`config.mk`:
```
export PLATFORM = sky130hd
export DESIGN_NAME = txwbcnt_sync_fifo
export DESIGN_NICKNAME = d
export VERILOG_FILES = /design/src/rtl/txwbcnt_pkg.sv /design/src/rtl/txwbcnt_fifo_mem.sv /design/src/rtl/txwbcnt_sync_fifo.sv
export SDC_FILE = /design/constraint.sdc
export NUM_CORES = 1
export LEC_CHECK = 0
export CAP_MARGIN = 0
export CORE_MARGIN = 5
export CORE_UTILIZATION = 30
export DETAILED_ROUTE_END_ITERATION = 10
export GPL_TIMING_DRIVEN = 0
export HOLD_SLACK_MARGIN = 0.1
export SLEW_MARGIN = 20
export SYNTH_ARGS = -nofsm -noshare
export SYNTH_HDL_FRONTEND = slang
export SYNTH_SLANG_ARGS = --single-unit
```
`constraint.sdc`:
```
create_clock -name clk -period 4.9 [get_ports clk]
set_input_delay 1.225 -clock clk [delete_from_list [all_inputs] [get_ports clk]]
set_output_delay 1.225 -clock clk [all_outputs]
set_load 0.01 [all_outputs]
```
`src/rtl/txwbcnt_pkg.sv`:
```
// Shared defaults and helpers for the single-clock TX write-byte-count FIFO.
// Holds the byte-count field extraction and the qbytes width legality rule.
package txwbcnt_pkg;

    localparam int TXW_WIDTH = 32;
    localparam int TXW_DEPTH = 8;
    localparam int TXW_PTR   = 3;
    localparam int TXW_CNTW  = 16;
    localparam int TXW_SUMW  = 20;

    // qbytes must hold DEPTH full-scale counts without wrapping.
    localparam bit TXW_DEFAULT_SUMW_OK = (TXW_SUMW >= TXW_CNTW + TXW_PTR + 1);

    typedef struct packed {
        logic full;
        logic empty;
        logic afull;
    } lvl_flags_t;

    function automatic bit sumw_legal(input int sumw, input int cntw, input int ptr);
        return sumw >= cntw + ptr + 1;
    endfunction

    function automatic logic [63:0] cnt_field(input logic [63:0] word, input int cntw);
        logic [63:0] mask;
        mask = (64'd1 << cntw) - 64'd1;
        return word & mask;
    endfunction

endpackage

```
`src/rtl/txwbcnt_fifo_mem.sv`:
```
// DEPTH x WIDTH descriptor storage: one write port, one read address.
// The head word is always visible; rdata_o is registered unless FWFT is set.
module txwbcnt_fifo_mem #(
    parameter int WIDTH = 32,
    parameter int DEPTH = 8,
    parameter int PTR   = 3,
    parameter int FWFT  = 0
) (
    input  logic             clk,
    input  logic             reset,
    input  logic             we_i,
    input  logic [PTR-1:0]   waddr_i,
    input  logic [WIDTH-1:0] wdata_i,
    input  logic             re_i,
    input  logic [PTR-1:0]   raddr_i,
    output logic [WIDTH-1:0] head_o,
    output logic [WIDTH-1:0] rdata_o
);

    logic [WIDTH-1:0] mem_q [DEPTH];
    logic [WIDTH-1:0] rdata_q;

    // NOTE: the storage array is deliberately not reset; the pointers decide
    // which entries are valid, and resetting it would block RAM inference.
    always_ff @(posedge clk) begin
        if (we_i) begin
            mem_q[waddr_i] <= wdata_i;
        end
    end

    assign head_o = mem_q[raddr_i];

    always_ff @(posedge clk) begin
        if (reset) begin
            rdata_q <= '0;
        end else if (re_i) begin
            rdata_q <= head_o;
        end
    end

    assign rdata_o = (FWFT != 0) ? head_o : rdata_q;

endmodule

```
`src/rtl/txwbcnt_sync_fifo.sv`:
```
// Single-clock descriptor FIFO for the AXIS bridge TX path with level flags,
// running byte total of queued frames and sticky overflow/underflow flags.
module txwbcnt_sync_fifo
    import txwbcnt_pkg::*;
#(
    parameter int WIDTH    = TXW_WIDTH,
    parameter int DEPTH    = TXW_DEPTH,
    parameter int PTR      = TXW_PTR,
    parameter int FWFT     = 0,
    parameter int AFULL_TH = 6,
    parameter int CNTW     = TXW_CNTW,
    parameter int SUMW     = TXW_SUMW
) (
    input  logic             clk,
    input  logic             reset,
    input  logic             wren,
    input  logic [WIDTH-1:0] datain,
    input  logic             rden,
    output logic [WIDTH-1:0] dataout,
    output logic             dout_vld,
    output logic             full,
    output logic             empty,
    output logic             afull,
    output logic [PTR:0]     usedw,
    output logic [SUMW-1:0]  qbytes,
    output logic             ovf,
    output logic             udf,
    input  logic             err_clr,
    output logic             dbg
);

    if (DEPTH != 2 ** PTR) begin : g_bad_depth
        $error("txwbcnt_sync_fifo: DEPTH must equal 2**PTR");
    end
    if (AFULL_TH < 1 || AFULL_TH > DEPTH) begin : g_bad_afull
        $error("txwbcnt_sync_fifo: AFULL_TH out of range 1..DEPTH");
    end
    if (CNTW > WIDTH || CNTW > 64) begin : g_bad_cntw
        $error("txwbcnt_sync_fifo: CNTW too wide");
    end
    if (!TXW_DEFAULT_SUMW_OK || !sumw_legal(SUMW, CNTW, PTR)) begin : g_bad_sumw
        $error("txwbcnt_sync_fifo: SUMW too narrow for DEPTH byte counts");
    end

    logic [PTR:0]      wr_ptr_q, wr_ptr_d, rd_ptr_q, rd_ptr_d;
    logic [PTR:0]      usedw_q, usedw_d;
    lvl_flags_t        lvl_q, lvl_d;
    logic [SUMW-1:0]   qbytes_q, qbytes_d, wr_cnt, rd_cnt;
    logic              ovf_q, ovf_d, udf_q, udf_d, dbg_q, dbg_d, vld_q;
    logic              wa, ra, wr_rej, rd_rej;
    logic [WIDTH-1:0]  head, rdata;

    // Acceptance uses the registered flags, i.e. the state at the start of the cycle.
    assign wa     = wren & ~lvl_q.full;
    assign ra     = rden & ~lvl_q.empty;
    assign wr_rej = wren & lvl_q.full;
    assign rd_rej = rden & lvl_q.empty;

    assign wr_cnt = SUMW'(cnt_field(64'(datain), CNTW));
    assign rd_cnt = SUMW'(cnt_field(64'(head), CNTW));

    // NOTE: every always_comb output is assigned on every path, so no latches form.
    always_comb begin
        wr_ptr_d    = wr_ptr_q + (PTR+1)'(wa);
        rd_ptr_d    = rd_ptr_q + (PTR+1)'(ra);
        usedw_d     = wr_ptr_d - rd_ptr_d;
        lvl_d.full  = (wr_ptr_d[PTR] != rd_ptr_d[PTR]) &&
                      (wr_ptr_d[PTR-1:0] == rd_ptr_d[PTR-1:0]);
        lvl_d.empty = (wr_ptr_d == rd_ptr_d);
        lvl_d.afull = (usedw_d >= (PTR+1)'(AFULL_TH));
        qbytes_d    = qbytes_q + (wa ? wr_cnt : '0) - (ra ? rd_cnt : '0);
        ovf_d       = wr_rej | (ovf_q & ~err_clr);
        udf_d       = rd_rej | (udf_q & ~err_clr);
        dbg_d       = wr_rej | rd_rej;
    end

    // NOTE: state registers use non-blocking assignments so every flop samples
    // pre-edge values regardless of statement order.
    always_ff @(posedge clk) begin
        if (reset) begin
            wr_ptr_q <= '0;
            rd_ptr_q <= '0;
            usedw_q  <= '0;
            lvl_q    <= '{full: 1'b0, empty: 1'b1, afull: 1'b0};
            qbytes_q <= '0;
            ovf_q    <= 1'b0;
            udf_q    <= 1'b0;
            dbg_q    <= 1'b0;
            vld_q    <= 1'b0;
        end else begin
            wr_ptr_q <= wr_ptr_d;
            rd_ptr_q <= rd_ptr_d;
            usedw_q  <= usedw_d;
            lvl_q    <= lvl_d;
            qbytes_q <= qbytes_d;
            ovf_q    <= ovf_d;
            udf_q    <= udf_d;
            dbg_q    <= dbg_d;
            vld_q    <= ra;
        end
    end

    txwbcnt_fifo_mem #(
        .WIDTH (WIDTH),
        .DEPTH (DEPTH),
        .PTR   (PTR),
        .FWFT  (FWFT)
    ) u_mem (
        .clk     (clk),
        .reset   (reset),
        .we_i    (wa & ~reset),
        .waddr_i (wr_ptr_q[PTR-1:0]),
        .wdata_i (datain),
        .re_i    (ra & ~reset),
        .raddr_i (rd_ptr_q[PTR-1:0]),
        .head_o  (head),
        .rdata_o (rdata)
    );

    // In FWFT mode stale storage is masked so an empty FIFO shows zero.
    assign dataout  = (FWFT != 0) ? (lvl_q.empty ? '0 : rdata) : rdata;
    assign dout_vld = (FWFT != 0) ? ~lvl_q.empty : vld_q;
    assign full     = lvl_q.full;
    assign empty    = lvl_q.empty;
    assign afull    = lvl_q.afull;
    assign usedw    = usedw_q;
    assign qbytes   = qbytes_q;
    assign ovf      = ovf_q;
    assign udf      = udf_q;
    assign dbg      = dbg_q;

endmodule

```
Word-level counts from Yosys, hierarchy flattened --
Memories as Yosys holds them, arrays and structs flattened. A register that Yosys moved wholly into a read port is not among the register bits. Index checks and enable logic that the tools add are counted.
Operators by class: bitwise gates (word level) 15, shift operators 0, multiplexer cells 5, order comparisons 1, multiply operators 0, div/mod/pow operators 0, equal/unequal tests 3, reduce and logical (&&, ||, !) cells 1, add/sub/neg operators 5
Operator list (number):
- 16-bit 2-to-1 mux | 2
- 20-bit by 16-bit adder with 20-bit output | 1
- 20-bit by 16-bit subtractor with 20-bit output | 1
- 4-bit by 1-bit adder with 4-bit output | 2
- 1-bit AND | 8
- 4-bit == test | 1
- 4-bit by 3-bit greater-or-equal comparator with 1-bit output (second input constant) | 1
- 1-bit inverter | 4
- 4-bit subtractor | 1
- 3-bit == test | 1
- 3-bit 2-to-1 mux | 1
- 1-bit bitwise OR | 3
- 1-bit 2-to-1 mux | 2
- 1-bit logical AND | 1
- 1-bit != test | 1
Word-level totals: RAM bits 256, register bits 71, ROM bits 0, logic and storage cells 43, memories 1, bits in latches 0, output and inout port bits 63
Memories:
- u_mem.mem_q | depth 8, width 32, rd ports 1, clocked after memory_dff 1, write ports 1, line txwbcnt_fifo_mem.sv:20 | logic [WIDTH-1:0] mem_q [DEPTH];

Logic depth before layout (Yosys ltp) --
depth in word-level cells 5, depth in mapped cells 15, mapped depth without buffers 13

By module --
From an unflattened synthesis, not the netlist that was laid out.
Unflattened totals: cells, all modules 979, area total of the unflattened synthesis 14109.8 µm²
Modules (own cells, without submodules):
- txwbcnt_fifo_mem | cells an instance 638, times used 1, area an instance 11237.0 µm²
- txwbcnt_sync_fifo | cells an instance 341, times used 1, area an instance 2872.8 µm²

Worst setup path before layout --
Ideal clock, no wire load.
path type input -> register, from input port wren, to memory u_mem.mem_q[0][0] (enable), data arrival time 4.315 ns, data required time 4.439 ns, setup time 0.461 ns, path buffers 1, setup slack 0.124 ns, stages on the path 4, cells stage by stage nor2b_1 > clkbuf_1 > or3b_2 > nor3_1
On the way: cells in the longest elaborated chain, start to end 4
RTL lines:
- from (decl) | line txwbcnt_sync_fifo.sv:16 | input logic wren,
- 1-bit AND | line txwbcnt_sync_fifo.sv:54 | assign wa = wren & ~lvl_q.full;
- 1-bit AND | line txwbcnt_sync_fifo.sv:111 | .we_i (wa & ~reset),
- 1-bit 2-to-1 mux | line txwbcnt_fifo_mem.sv:26 | if (we_i) begin
- 1-bit 2-to-1 mux (implied by the code) | line txwbcnt_fifo_mem.sv:27 | mem_q[waddr_i] <= wdata_i;
- to (decl) | line txwbcnt_fifo_mem.sv:20
Every way passes these cells.

Final worst setup path --
from input port rden, to register qbytes_q[14] (netlist: qbytes[14])
On the way: cells in the longest elaborated chain, start to end 3
RTL lines:
- from (decl) | line txwbcnt_sync_fifo.sv:18 | input logic rden,
- 1-bit AND | line txwbcnt_sync_fifo.sv:55 | assign ra = rden & ~lvl_q.empty;
- 16-bit 2-to-1 mux | line txwbcnt_sync_fifo.sv:71 | qbytes_d = qbytes_q + (wa ? wr_cnt : '0) - (ra ? rd_cnt : '0);
- 20-bit by 16-bit subtractor with 20-bit output | line txwbcnt_sync_fifo.sv:71
- to (signal assigned) | line txwbcnt_sync_fifo.sv:95 | qbytes_q <= qbytes_d;
- to (decl) | line txwbcnt_sync_fifo.sv:48 | logic [SUMW-1:0] qbytes_q, qbytes_d, wr_cnt, rd_cnt;
Every way passes these cells. A chain may end at the register's enable or synchronous reset.

==> flow_summary.html <==
<table>
<tr><th>Metric</th><th>Value</th></tr>
<tr><th colspan="2">Routing</th></tr>
<tr><td>DRC</td><td>0</td></tr>
<tr><td>Number of DRC markers in iteration 0</td><td>476</td></tr>
<tr><td>Number of optimization iterations in the first detailed-route pass</td><td>5</td></tr>
<tr><td>ANT nets after route</td><td>0</td></tr>
<tr><td>Routed via count</td><td>7485</td></tr>
<tr><td>Average wire per standard cell</td><td>20.2 microns</td></tr>
<tr><td>Number of vias per cell after detailed routing</td><td>4.65</td></tr>
<tr><td>Overall routed net length</td><td>32400 microns</td></tr>
<tr><th colspan="2">Worst setup path</th></tr>
<tr><td>Worst Setup Path Type</td><td>input pin to flip-flop</td></tr>
<tr><td>Element type at the critical path end</td><td>flip-flop</td></tr>
<tr><td>Critical path destination</td><td>qbytes[14]</td></tr>
<tr><td>Start point of the critical path</td><td>rden</td></tr>
<tr><td>Worst r2r dst</td><td>qbytes[14]</td></tr>
<tr><td>Ordered cell list for the critical path</td><td>clkdlybuf4s50_1, nand2b_1, clkbuf_1, clkbuf_2, nor2_1, fa_1, inv_1, ha_1, a21o_1, a221oi_2, a211oi_2, a21boi_0, xor2_1, nor2_1</td></tr>
<tr><td>Maximum fanout encountered on the critical timing path</td><td>10</td></tr>
<tr><td>Startpoint type of the worst setup path</td><td>input pin</td></tr>
<tr><td>Cell seen most often among critical-path stages</td><td>nor2_1</td></tr>
<tr><td>Cells on worst reg2reg path</td><td>14</td></tr>
<tr><td>Worst reg-to-reg setup slack</td><td>0.34 ns</td></tr>
<tr><td>Delay of the slowest cell on the worst path</td><td>0.52 ns</td></tr>
<tr><td>Required time reported for the critical path endpoint</td><td>5.29 ns</td></tr>
<tr><td>Cell with the biggest individual delay on the critical path</td><td>fa_1</td></tr>
<tr><td>Data arrival time of the critical path</td><td>4.95 ns</td></tr>
<tr><td>Worst flop-to-flop path startpoint</td><td>rd_ptr_q[1]</td></tr>
<tr><th colspan="2">STA</th></tr>
<tr><td>Fmax</td><td>219 MHz</td></tr>
<tr><td>Final Hold Slack</td><td>0.474 ns</td></tr>
<tr><td>Rel. slew slack</td><td>0.329</td></tr>
<tr><td>Final Hold Viols</td><td>0</td></tr>
<tr><td>Final period utilization</td><td>0.931</td></tr>
<tr><td>Setup repair after global routing missed its margin</td><td>no</td></tr>
<tr><td>Endpoints failing setup</td><td>0</td></tr>
<tr><td>Count of final max-slew check failures</td><td>0</td></tr>
<tr><td>Transition at the pin with the smallest max-transition slack</td><td>1.01 ns</td></tr>
<tr><td>Skew final</td><td>0.0173 ns</td></tr>
<tr><td>Min Tclk post-route</td><td>4.56 ns</td></tr>
<tr><th colspan="2">Synth</th></tr>
<tr><td>Distinct cell type count after synthesis</td><td>52</td></tr>
<tr><td>Yosys reg bits</td><td>327</td></tr>
<tr><td>Gate count of the mapped netlist</td><td>833</td></tr>
<tr><td>Summed instance area of the synthesized netlist</td><td>13500 sq um</td></tr>
<tr><td>Post-synth net total</td><td>914</td></tr>
<tr><td>Portion of the post-synthesis area used by sequential elements</td><td>0.675</td></tr>
<tr><td>Number of synthesized flops with an enable pin</td><td>256</td></tr>
<tr><td>Most used flip-flop cell after synthesis</td><td>edfxtp_1</td></tr>
<tr><td>Post-synth ARST share</td><td>0</td></tr>
<tr><td>Mean instance size in the synthesized netlist</td><td>16.2 sq um</td></tr>
<tr><td>Yosys Warn Count</td><td>0</td></tr>
<tr><th colspan="2">Global routing</th></tr>
<tr><td>GRT busiest layer</td><td>met2</td></tr>
<tr><td>Total routing usage reported by global routing</td><td>0.130</td></tr>
<tr><td>Wire length of the first global-routing pass</td><td>49600 microns</td></tr>
<tr><td>Maximum number of pins on one net before global-route repair</td><td>21</td></tr>
<tr><td>Number of global-route vias before repair</td><td>7983</td></tr>
<tr><td>Grt met3 use</td><td>0.0269</td></tr>
<tr><td>Number of antenna violations at the first check in global routing</td><td>0</td></tr>
<tr><td>Total grt overflow</td><td>0</td></tr>
<tr><td>Global routing met1 resource utilization</td><td>0.176</td></tr>
<tr><td>Met2 Resource Use GR</td><td>0.217</td></tr>
<tr><th colspan="2">Cells and area</th></tr>
<tr><td>Total inserted antenna cells</td><td>0</td></tr>
<tr><td>Synthesis-to-layout area growth</td><td>24.8%</td></tr>
<tr><td>Fraction of final layout cells sized beyond drive strength 1</td><td>0.172</td></tr>
<tr><td>Area of the multi-input gates</td><td>4040 sq um</td></tr>
<tr><td>Leading cell type in the layout, fill and taps excluded</td><td>edfxtp_1</td></tr>
<tr><td>Final-stage net count</td><td>1069</td></tr>
<tr><td>End-of-flow core utilization</td><td>0.380</td></tr>
<tr><td>Most frequent cells in the layout</td><td>256 x edfxtp_1, 99 x clkdlybuf4s50_1, 80 x nor2_1</td></tr>
<tr><td>Final design instance area without fill</td><td>16800 sq um</td></tr>
<tr><td>Register area</td><td>9110 sq um</td></tr>
<tr><td>Fillcell total</td><td>4144</td></tr>
<tr><th colspan="2">Floorplanning</th></tr>
<tr><td>Die span in x</td><td>222 microns</td></tr>
<tr><td>Standard cell core area</td><td>44300 sq um</td></tr>
<tr><td>Chip Height</td><td>222 microns</td></tr>
<tr><td>I/O pins</td><td>100</td></tr>
<tr><td>Cell Rows</td><td>77</td></tr>
<tr><td>Starting utilization of the core area</td><td>0.304</td></tr>
<tr><td>Die area</td><td>49300 sq um</td></tr>
<tr><th colspan="2">Power</th></tr>
<tr><td>Leakage power of the design</td><td>5.67 nW</td></tr>
<tr><td>Power Dens Cells</td><td>490 nW/um^2</td></tr>
<tr><td>Maximum VDD drop</td><td>0.000314 V</td></tr>
<tr><th colspan="2">Clock network</th></tr>
<tr><td>Number of clock sinks seen by CTS</td><td>327</td></tr>
<tr><td>Latest clock arrival within the worst-skew pair</td><td>0.53 ns</td></tr>
<tr><td>H-tree Lvls</td><td>2</td></tr>
<tr><td>Clock tree from TritonCTS</td><td>built</td></tr>
<tr><td>Number of CTS-inserted buffers</td><td>36</td></tr>
<tr><td>Number of buffers on the longest clock path</td><td>3</td></tr>
<tr><td>Clock tree root buffer cell</td><td>clkbuf_16</td></tr>
<tr><td>Hold-fix buffer count after cts</td><td>0</td></tr>
<tr><td>Clock input transition at the sequential cells of the worst setup and hold paths</td><td>0.06 ns</td></tr>
<tr><th colspan="2">Place</th></tr>
<tr><td>GP Congestion</td><td>0.785</td></tr>
<tr><td>Total cell area at the placement stage</td><td>15600 sq um</td></tr>
<tr><td># port buffers</td><td>99</td></tr>
<tr><td>Estimated wirelength of the detail-placed design</td><td>22700 microns</td></tr>
<tr><th colspan="2">Outcome</th></tr>
<tr><td>Result of the run</td><td>completed</td></tr>
<tr><th colspan="2">Hold path</th></tr>
<tr><td>Class of the worst hold path</td><td>flip-flop to flip-flop</td></tr>
<tr><td>Number of stages on the worst hold path</td><td>2</td></tr>
<tr><th colspan="2">Run</th></tr>
<tr><td>Number of max-cap violations</td><td>0</td></tr>
</table>
cell type report:
| class | count | area share |
|---|---|---|
| plain buffers | 37 | 0.0103 |
| inverters | 61 | 0.0136 |
| multi-input cells | 408 | 0.240 |
| repair buffers | 117 | 0.0767 |
| clock inverters | 18 | 0.0139 |
| well taps | 592 | 0.0440 |
| flip-flops and latches | 327 | 0.541 |
| clock buffers | 48 | 0.0606 |
cell families after synthesis:
kind of cell | after synthesis | synth area share
flip-flops | 327 | 0.675
AND/OR/NAND/NOR | 158 | 0.0522
buffers and inverters | 98 | 0.0295
multiplexers | 98 | 0.132
AO/OA/AOI/OAI | 89 | 0.0482
adder cells (fa/ha/maj) | 44 | 0.0503
XOR/XNOR | 19 | 0.0123
power breakdown:
group | internal [mW] | leakage (nW) | switching (mW) | total [mW]
combinational | 0.996 | 2.17 | 1.19 | 2.19
clock | 1.74 | 0.607 | 1.09 | 2.83
sequential | 3.15 | 2.90 | 0.0832 | 3.23
what timing repair did:
action / in CTS / in global routing
setup endpoints to repair: 1 / 4
buffers inserted: 0 / 0
pin swaps: 0 / 0
gates resized for setup: 1 / 6
worst max-delay path: cells and delay by family:
kind,cells,cell delay [ns]
AND/OR/NAND/NOR,3,0.31
AO/OA/AOI/OAI,4,1.20
buffers and inverters,4,1.10
XOR/XNOR,1,0.24
adder cells (fa/ha/maj),2,0.87
worst min path at each step:
stage	to	slack, ns	from
3_3_place_gp	udf	0.46	udf
5_1_grt	ovf	0.50	ovf
2_1_floorplan	wr_ptr_q[3]	0.49	wr_ptr_q[3]
4_1_cts	ovf	0.48	ovf
3_5_place_dp	ovf	0.47	ovf
6_report	ovf	0.47	ovf
flip-flops by register name, summed over array words and instances, names as in the netlist, 4 cells and up:
name           flops
wr_ptr_q           4
usedw              4
u_mem.rdata_o     32
rd_ptr_q           4
qbytes            20
u_mem.mem_q      256
per-stage QoR:
stage	total power [mW]	setup slack (ns)	setup TNS, ns	std cells
6_report	8.25	0.337	0	1608
5_1_grt	8.71	0.0535	0	1608
4_1_cts	8.33	0.134	0	1608
3_5_place_dp	5.48	-0.546	-3.38	1542
3_3_place_gp	5.44	-2.85	-409.10	1524
2_1_floorplan	4.79	0.124	0	833
synth_stat cells, types with 2 or more instances:
master,number,area (sq um)
a21boi_0,2,15.0
and3_1,2,12.5
buf_1,8,30.0
o211ai_1,2,15.0
ha_1,27,338
buf_2,6,30.0
nor2_1,86,323
nand3_1,6,30.0
fa_1,17,340
nor4_1,2,12.5
or3_1,2,12.5
nor3_1,9,45.0
dfxtp_1,71,1420
o21bai_1,2,15.0
inv_1,61,229
a31oi_1,2,12.5
o21a_1,4,30.0
a211o_1,2,17.5
a221oi_1,2,17.5
a211oi_1,17,128
nand2_1,27,101
nand2b_1,5,31.3
edfxtp_1,256,7690
nor2b_1,8,50.1
mux4_2,64,1440
buf_4,6,45.0
o21ai_0,10,50.1
mux2i_1,32,320
and2_1,3,18.8
clkbuf_1,17,63.8
nand4_1,2,12.5
a211oi_2,3,37.5
xor2_1,11,96.3
a21o_1,7,52.6
xnor2_1,8,70.1
a21oi_1,28,140
metal layers:
layer	share of wire	up-vias
met5	0	-
met4	0.015	0
met3	0.048	36
met2	0.48	178
met1	0.45	3824
li1	-	3447
(Power assumes the default switching activity.)
